$ cat src/rtl/digit_entry_buffer.sv
// digit_entry_buffer: keypad press detect, BCD encode and guess assembly with valid/ready offer.
// Optional DIGIT_UNIQUE_EN rejects a digit already present in the guess.
module digit_entry_buffer #(
  parameter int NUM_DIGITS = 4,
  parameter int CNT_W      = 3
) (
  input  logic                    clk,
  input  logic                    rst_n,
  input  logic [9:0]              key,
  input  logic                    clr,
  input  logic                    del,
  input  logic                    guess_ready,
  output logic                    guess_valid,
  output logic [4*NUM_DIGITS-1:0] guess,
  output logic [CNT_W-1:0]        count,
  output logic                    key_err
);
  typedef enum logic {ENTRY, FULL} state_t;
  state_t                  st, st_n;
  logic [9:0]              key_q;
  logic [CNT_W-1:0]        cnt_n;
  logic [4*NUM_DIGITS-1:0] g_n;
  logic                    err_n, press, multi, dup;
  logic [3:0]              d;
  assign press       = |key && !(|key_q);
  assign multi       = !$onehot(key);
  assign guess_valid = st == FULL;
  always_comb begin
    d   = 4'd0;
    dup = 1'b0;
    for (int i = 0; i < 10; i++)
      if (key[i]) d = 4'(i);
`ifdef DIGIT_UNIQUE_EN
    for (int i = 0; i < NUM_DIGITS; i++)
      if (CNT_W'(i) < count && guess[4*(NUM_DIGITS-1-i) +: 4] == d) dup = 1'b1;
`endif
  end
  always_comb begin
    st_n  = st;
    cnt_n = count;
    g_n   = guess;
    err_n = 1'b0;
    if (clr || (st == FULL && guess_ready)) begin
      st_n  = ENTRY;
      cnt_n = '0;
      g_n   = '0;
    end else if (st == ENTRY && del) begin
      if (count != '0) begin
        cnt_n = count - CNT_W'(1);
        for (int i = 0; i < NUM_DIGITS; i++)
          if (CNT_W'(i + 1) == count) g_n[4*(NUM_DIGITS-1-i) +: 4] = 4'd0;
      end
    end else if (st == ENTRY && press) begin
      if (multi || dup) err_n = 1'b1;
      else begin
        for (int i = 0; i < NUM_DIGITS; i++)
          if (CNT_W'(i) == count) g_n[4*(NUM_DIGITS-1-i) +: 4] = d;
        cnt_n = count + CNT_W'(1);
        st_n  = count == CNT_W'(NUM_DIGITS - 1) ? FULL : ENTRY;
      end
    end
  end
  always_ff @(posedge clk or negedge rst_n)
    if (!rst_n) begin
      st      <= ENTRY;
      key_q   <= '0;
      count   <= '0;
      guess   <= '0;
      key_err <= 1'b0;
    end else begin
      st      <= st_n;
      key_q   <= key;
      count   <= cnt_n;
      guess   <= g_n;
      key_err <= err_n;
    end
endmodule
$ cat config.mk
export PLATFORM = sky130hd
export DESIGN_NAME = digit_entry_buffer
export DESIGN_NICKNAME = d
export VERILOG_FILES = /design/src/rtl/digit_entry_buffer.sv
export SDC_FILE = /design/constraint.sdc
export NUM_CORES = 1
export LEC_CHECK = 0
export CAP_MARGIN = 15
export CORE_MARGIN = 3
export CORE_UTILIZATION = 54
export CTS_CLUSTER_DIAMETER = 60
export DETAILED_ROUTE_END_ITERATION = 10
export PLACE_DENSITY = 0.84
export SETUP_SLACK_MARGIN = 0.2
export SYNTH_ARGS = -nofsm -noshare
export SYNTH_HDL_FRONTEND = slang
export SYNTH_SLANG_ARGS = --single-unit
$ cat constraint.sdc
create_clock -name clk -period 4.71 [get_ports clk]
set_input_delay 0.942 -clock clk [delete_from_list [all_inputs] [get_ports clk]]
set_output_delay 0.942 -clock clk [all_outputs]
set_load 0.05 [all_outputs]
# [Word-level counts from Yosys, hierarchy flattened]
# Cells that the tools add are included.
[word_totals] reg_bits=31 in_bits=15 out_inout_bits=21 word_cells=92
[op_classes] add_sub_neg=11 n_eq_ne=12 muxes=36 n_bitwise=1 n_reduce_logical=24
[op_table] operator="16-bit 2-to-1 mux" count=5
[op_table] operator="4-bit 2-to-1 mux" count=12
[op_table] operator="3-bit 2-to-1 mux" count=7
[op_table] operator="3-bit nonzero test" count=7
[op_table] operator="5-bit AND reduction" count=4
[op_table] operator="10-bit OR reduction" count=2
[op_table] operator="3-bit by 2-bit inequality test with 1-bit output, second input constant" count=5
[op_table] operator="1-bit by 1-bit adder with 2-bit output" count=5
[op_table] operator="1-bit 2-to-1 mux" count=10
[op_table] operator="2-bit by 2-bit adder with 3-bit output" count=2
[op_table] operator="2-bit by 3-bit equality test with 1-bit output, first input constant" count=2
[op_table] operator="3-bit AND reduction" count=2
[op_table] operator="3-bit by 3-bit adder with 4-bit output" count=1
[op_table] operator="4-bit by 2-bit adder with 4-bit output" count=1
[op_table] operator="4-bit by 1-bit equality test with 1-bit output, second input constant" count=1
[op_table] operator="1-bit logical AND" count=4
[op_table] operator="2-bit 2-to-1 mux" count=2
[op_table] operator="2-bit nonzero test" count=2
[op_table] operator="3-bit by 1-bit adder with 3-bit output, second input constant" count=1
[op_table] operator="1-bit by 3-bit equality test with 1-bit output, first input constant" count=1
[op_table] operator="3-bit by 2-bit equality test with 1-bit output, second input constant" count=1
[op_table] operator="3-bit equality test, first input constant" count=1
[op_table] operator="3-bit logical NOT" count=1
[op_table] operator="3-bit by 1-bit subtractor with 3-bit output, second input constant" count=1
[op_table] operator="other kinds (4)" count=4

# [Longest topological paths before layout]
[logic_depth] ltp_word=14 depth_mapped=13 depth_no_buf=13

# [Least setup slack after synthesis]
# No wires, ideal clock.
[synth_path] path_type="input to register" startpoint="input key[0]" endpoint="register guess[1]" setup_ns=0.128 arrival_time_ns=4.347 required_ns=4.582 setup_slack_ns=0.236 path_stages=13 path_buffers=0 cell_sequence="fa_1 > fa_1 > inv_1 > fa_1 > inv_1 > ha_1 > inv_1 > fa_1 > a2111o_1 > a21oi_4 > nand4_2 > a21oi_2 > mux2_1"
[synth_via] elab_chain_len=7 word_cells_on_any_way=11 classes_between="add/sub (4); eq/ne (1); reduce/logical (6)"
[synth_rtl] element="start, declared" line_no="9" source="input logic [9:0] key,"
[synth_rtl] element="1-bit by 1-bit adder with 2-bit output (implied by the code)" line_no="26" source="assign multi = !$onehot(key);"
[synth_rtl] element="2-bit by 2-bit adder with 3-bit output (implied by the code)" line_no="26"
[synth_rtl] element="3-bit by 3-bit adder with 4-bit output (implied by the code)" line_no="26"
[synth_rtl] element="4-bit by 2-bit adder with 4-bit output (implied by the code)" line_no="26"
[synth_rtl] element="4-bit by 1-bit equality test with 1-bit output" line_no="26"
[synth_rtl] element="3-bit nonzero test (no line)"
[synth_rtl] element="5-bit AND reduction (no line) (*)"
[synth_rtl] element="end signal, assigned" line_no="74" source="guess <= g_n;"
[synth_rtl] element="end, declared" line_no="14" source="output logic [4*NUM_DIGITS-1:0] guess,"
# Every way passes the cells marked *; elsewhere a longest branch is shown, timed or not.
# A chain may end at the register's enable or synchronous reset.

# [Worst setup path in the final report]
[layout_path] startpoint="input key[7]" endpoint="register guess[5]"
[layout_via] elab_chain_len=8 word_cells_on_any_way=19 classes_between="add/sub (4); eq/ne (1); mux (8); reduce/logical (6)"
[layout_rtl] element="branches (longest 8 deep; another with 3-bit by 3-bit adder with 4-bit output)"
# Several ways; the timed one is not identified. The select of a mux whose other input is x is not followed.

==> results.md <==
* 1st-iter DRT viols at 124
* Hold slack at 0.4989 ns
* Full die area at 3840 um^2
* Largest net degree at the start of global routing at 32
* Total vias in the final route at 1444
* TritonCTS clock tree: done
* Critical Path End Type: register
* Total grt overflow at 0
* Vias in the first global route at 1369
* Total power at 0.8201 mW
* Final nets at 232
* Crit path arrival time at 4.79 ns
* Row cnt at 19
* Worst Hold Depth at 1
* Final RePlAce weighted congestion at 0.9333
* Die width at 61.97 um
* Register bit total from synthesis at 31
* Antenna cell count at 0
* Worst hold path class: register to register
* Crit start category: primary input
* Initial antenna violation count at 0
* Worst Path Max Fanout at 5
* Synth area leader: dfrtp_1
* Layout Area Growth over Synthesis at 38.24%
* Post-synth cell types at 40
* RSZ-0062 raised after global routing: yes
* Worst path required time at 4.95 ns
* Via density per instance at 5.894
* DR pass1 iterations at 4
* Max IR drop VDD at 243.7 uV
* Area occupied by multi-input gates at 889.6 um^2
* Ratio of cells with drive above 1 in the final layout at 0.2808
* FF/Latch Area at 775.7 um^2
* Slew Limit Fails at 0
* Maxcap violations at 0
* Pwr/cell area at 350.7 nW/um^2
* P_leak at 1.058 nW
* Core box area at 2877 um^2
* Post-Syn Area per Cell at 11.43 um^2
* Post-route DRC at 0
* Post-Route WL at 4.416 mm
* GRT Resource Usage Total at 0.2398
* Worst reg2reg path depth at 6
* Fillers at 156
* Minimum clock period at 4.553 ns
* Max_slew headroom at 0.4122
* Largest cells by area after synthesis: dfrtp_1 46%, fa_1 7.1%, ha_1 6.7%, inv_1 4.7%, mux2_1 4.0%
* Least-Margin Pin Slew at 0.8817 ns
* Tcrit/Tclk final at 0.9666
* DR WL/cell at 18.02 um
* Setup Viol. Count Final at 0
* CTS Buf Count at 5
* Die Height at 61.97 um
* Final HPWL DP at 2.931 mm
* First-pass GRT wire length at 6.444 mm
* EDFF count, synth at 0
* CTS clk-pin slew, worst paths at 0.10 ns
* Run status: complete, no violations
* H-tree levels at 2
* Clock skew at 0.01363 ns
* Clock Path Buffers at 2
* Top FF cell, synth: dfrtp_1
* Post-Syn Area at 1692 um^2
* Root Driver: clkbuf_4
* CP Class: primary input to register
* Cells after synthesis at 148
* IO Port Bufs at 35
* Initial Utilization at 0.5881
* Top cell type's share of synthesized area at 0.4586
* Async S/R FF share, synth at 1.000
* Remaining antenna violation count at 0
* Post-Syn Nets at 178
* Skew-Pair Late Insertion Delay at 0.35 ns
* Num Clock Sinks at 31
* FMAX at 219.7 MHz
* Hold Vio Cnt, Final at 0
* Seq/Total Area, Yosys at 0.4586
* # IOs at 36
* Ys Warns at 0
[metrics by stage]
step,utilization,setup TNS (ns),cell area [um^2],setup WS (ns),instances
after floorplan,-,0,1692,0.2358,148
after global placement,0.7538,-6.130,2168,-0.4072,234
after detailed placement,0.7538,-8.066,2168,-0.5220,234
after CTS,0.7986,0,2297,0.2083,243
after global routing,0.8130,0,2338,0.1184,245
final,0.8130,0,2338,0.1574,245
[logic make-up after synthesis]
kind of cell             Yosys count  share of synthesized area
buffers and inverters             23                    0.05177
multiplexers                      13                    0.08875
flip-flops                        31                     0.4586
AND/OR/NAND/NOR                   33                     0.1198
AO/OA/AOI/OAI                     33                     0.1435
adder cells (fa/ha/maj)           15                     0.1376
[cell usage in the layout, fill, tap and decap left out, drive strengths merged, types with 4 or more instances in the layout]
cell type      instances
fa                     6
dfrtp                 31
nand2                  8
clkdlybuf4s50         29
inv                   21
buf                   17
clkbuf                 9
ha                     9
o21ai                  5
a21oi                 12
mux2                  13
nor3                   4
nor4                   4
nor2                   7
[area by class of cell]
type,count,share of cell area
clock buffer,6,0.02194
timing repair buffer,49,0.1948
multi-input combinational,94,0.3804
clock inverter,2,0.01498
inverter,21,0.03371
sequential,31,0.3317
tap,42,0.02247
[cell usage after synthesis, types with 2 or more instances]
cell,instances
dfrtp_1,31
inv_1,21
a21oi_1,9
ha_1,9
nand2_1,8
fa_1,6
mux2_1,6
mux2_2,6
nor2_1,6
nor3_1,4
o21ai_0,4
nor4_1,3
a211oi_1,2
a21o_1,2
a21oi_2,2
a41oi_1,2
nand3_1,2
nand4_2,2
o22ai_1,2
[state kept, by name (all words and copies together), names as in the netlist]
signal	count
count	3
guess_valid	1
key_q	10
key_err	1
guess	16
[report_power, final]
part / internal, mW / switching [mW]
Clock: 0.125 / 0.0924
Combinational: 0.120 / 0.183
Sequential: 0.284 / 0.0158
[what timing repair did]
action	4_1_cts	5_1_grt
buffers inserted	1	2
hold endpoints to repair	0	0
hold buffers	0	0
pin swaps	9	10
setup endpoints to repair	19	18
resized for setup	13	32
[worst max-delay path: stages]
cell and delay, ns:
buf_8 0.10, fa_1 0.52, fa_1 0.53, inv_2 0.05
fa_1 0.45, inv_1 0.07, ha_2 0.19, inv_2 0.05
fa_2 0.35, a2111o_1 0.43, a21oi_4 0.29, nand4_1 0.21
a21oi_4 0.28, mux2_4 0.33
[worst paths after layout]
kind	startpoint	end	slack [ns]
max in group asynchronous	rst_n	key_q[0]$_DFF_PN0_	3.46
hold / removal	guess[1]$_DFFE_PN0P_	guess[1]$_DFFE_PN0P_	0.50
hold reg to reg	guess[1]$_DFFE_PN0P_	guess[1]$_DFFE_PN0P_	0.50
setup / recovery	key[7]	guess[5]$_DFFE_PN0P_	0.16
min in group asynchronous	rst_n	count[1]$_DFFE_PN0P_	0.97
setup reg to reg	count[0]$_DFFE_PN0P_	guess[11]$_DFFE_PN0P_	2.39
[layer usage]
metal  vias up  track usage  wire length [um]
met4         0       0.1061               192
met2        99       0.3994              2233
met1       690       0.2865              1678
li1        631            -                 -
met5         -            0                 0
met3        24      0.07025               312
Note: power is estimated with default switching activity, not from simulation.
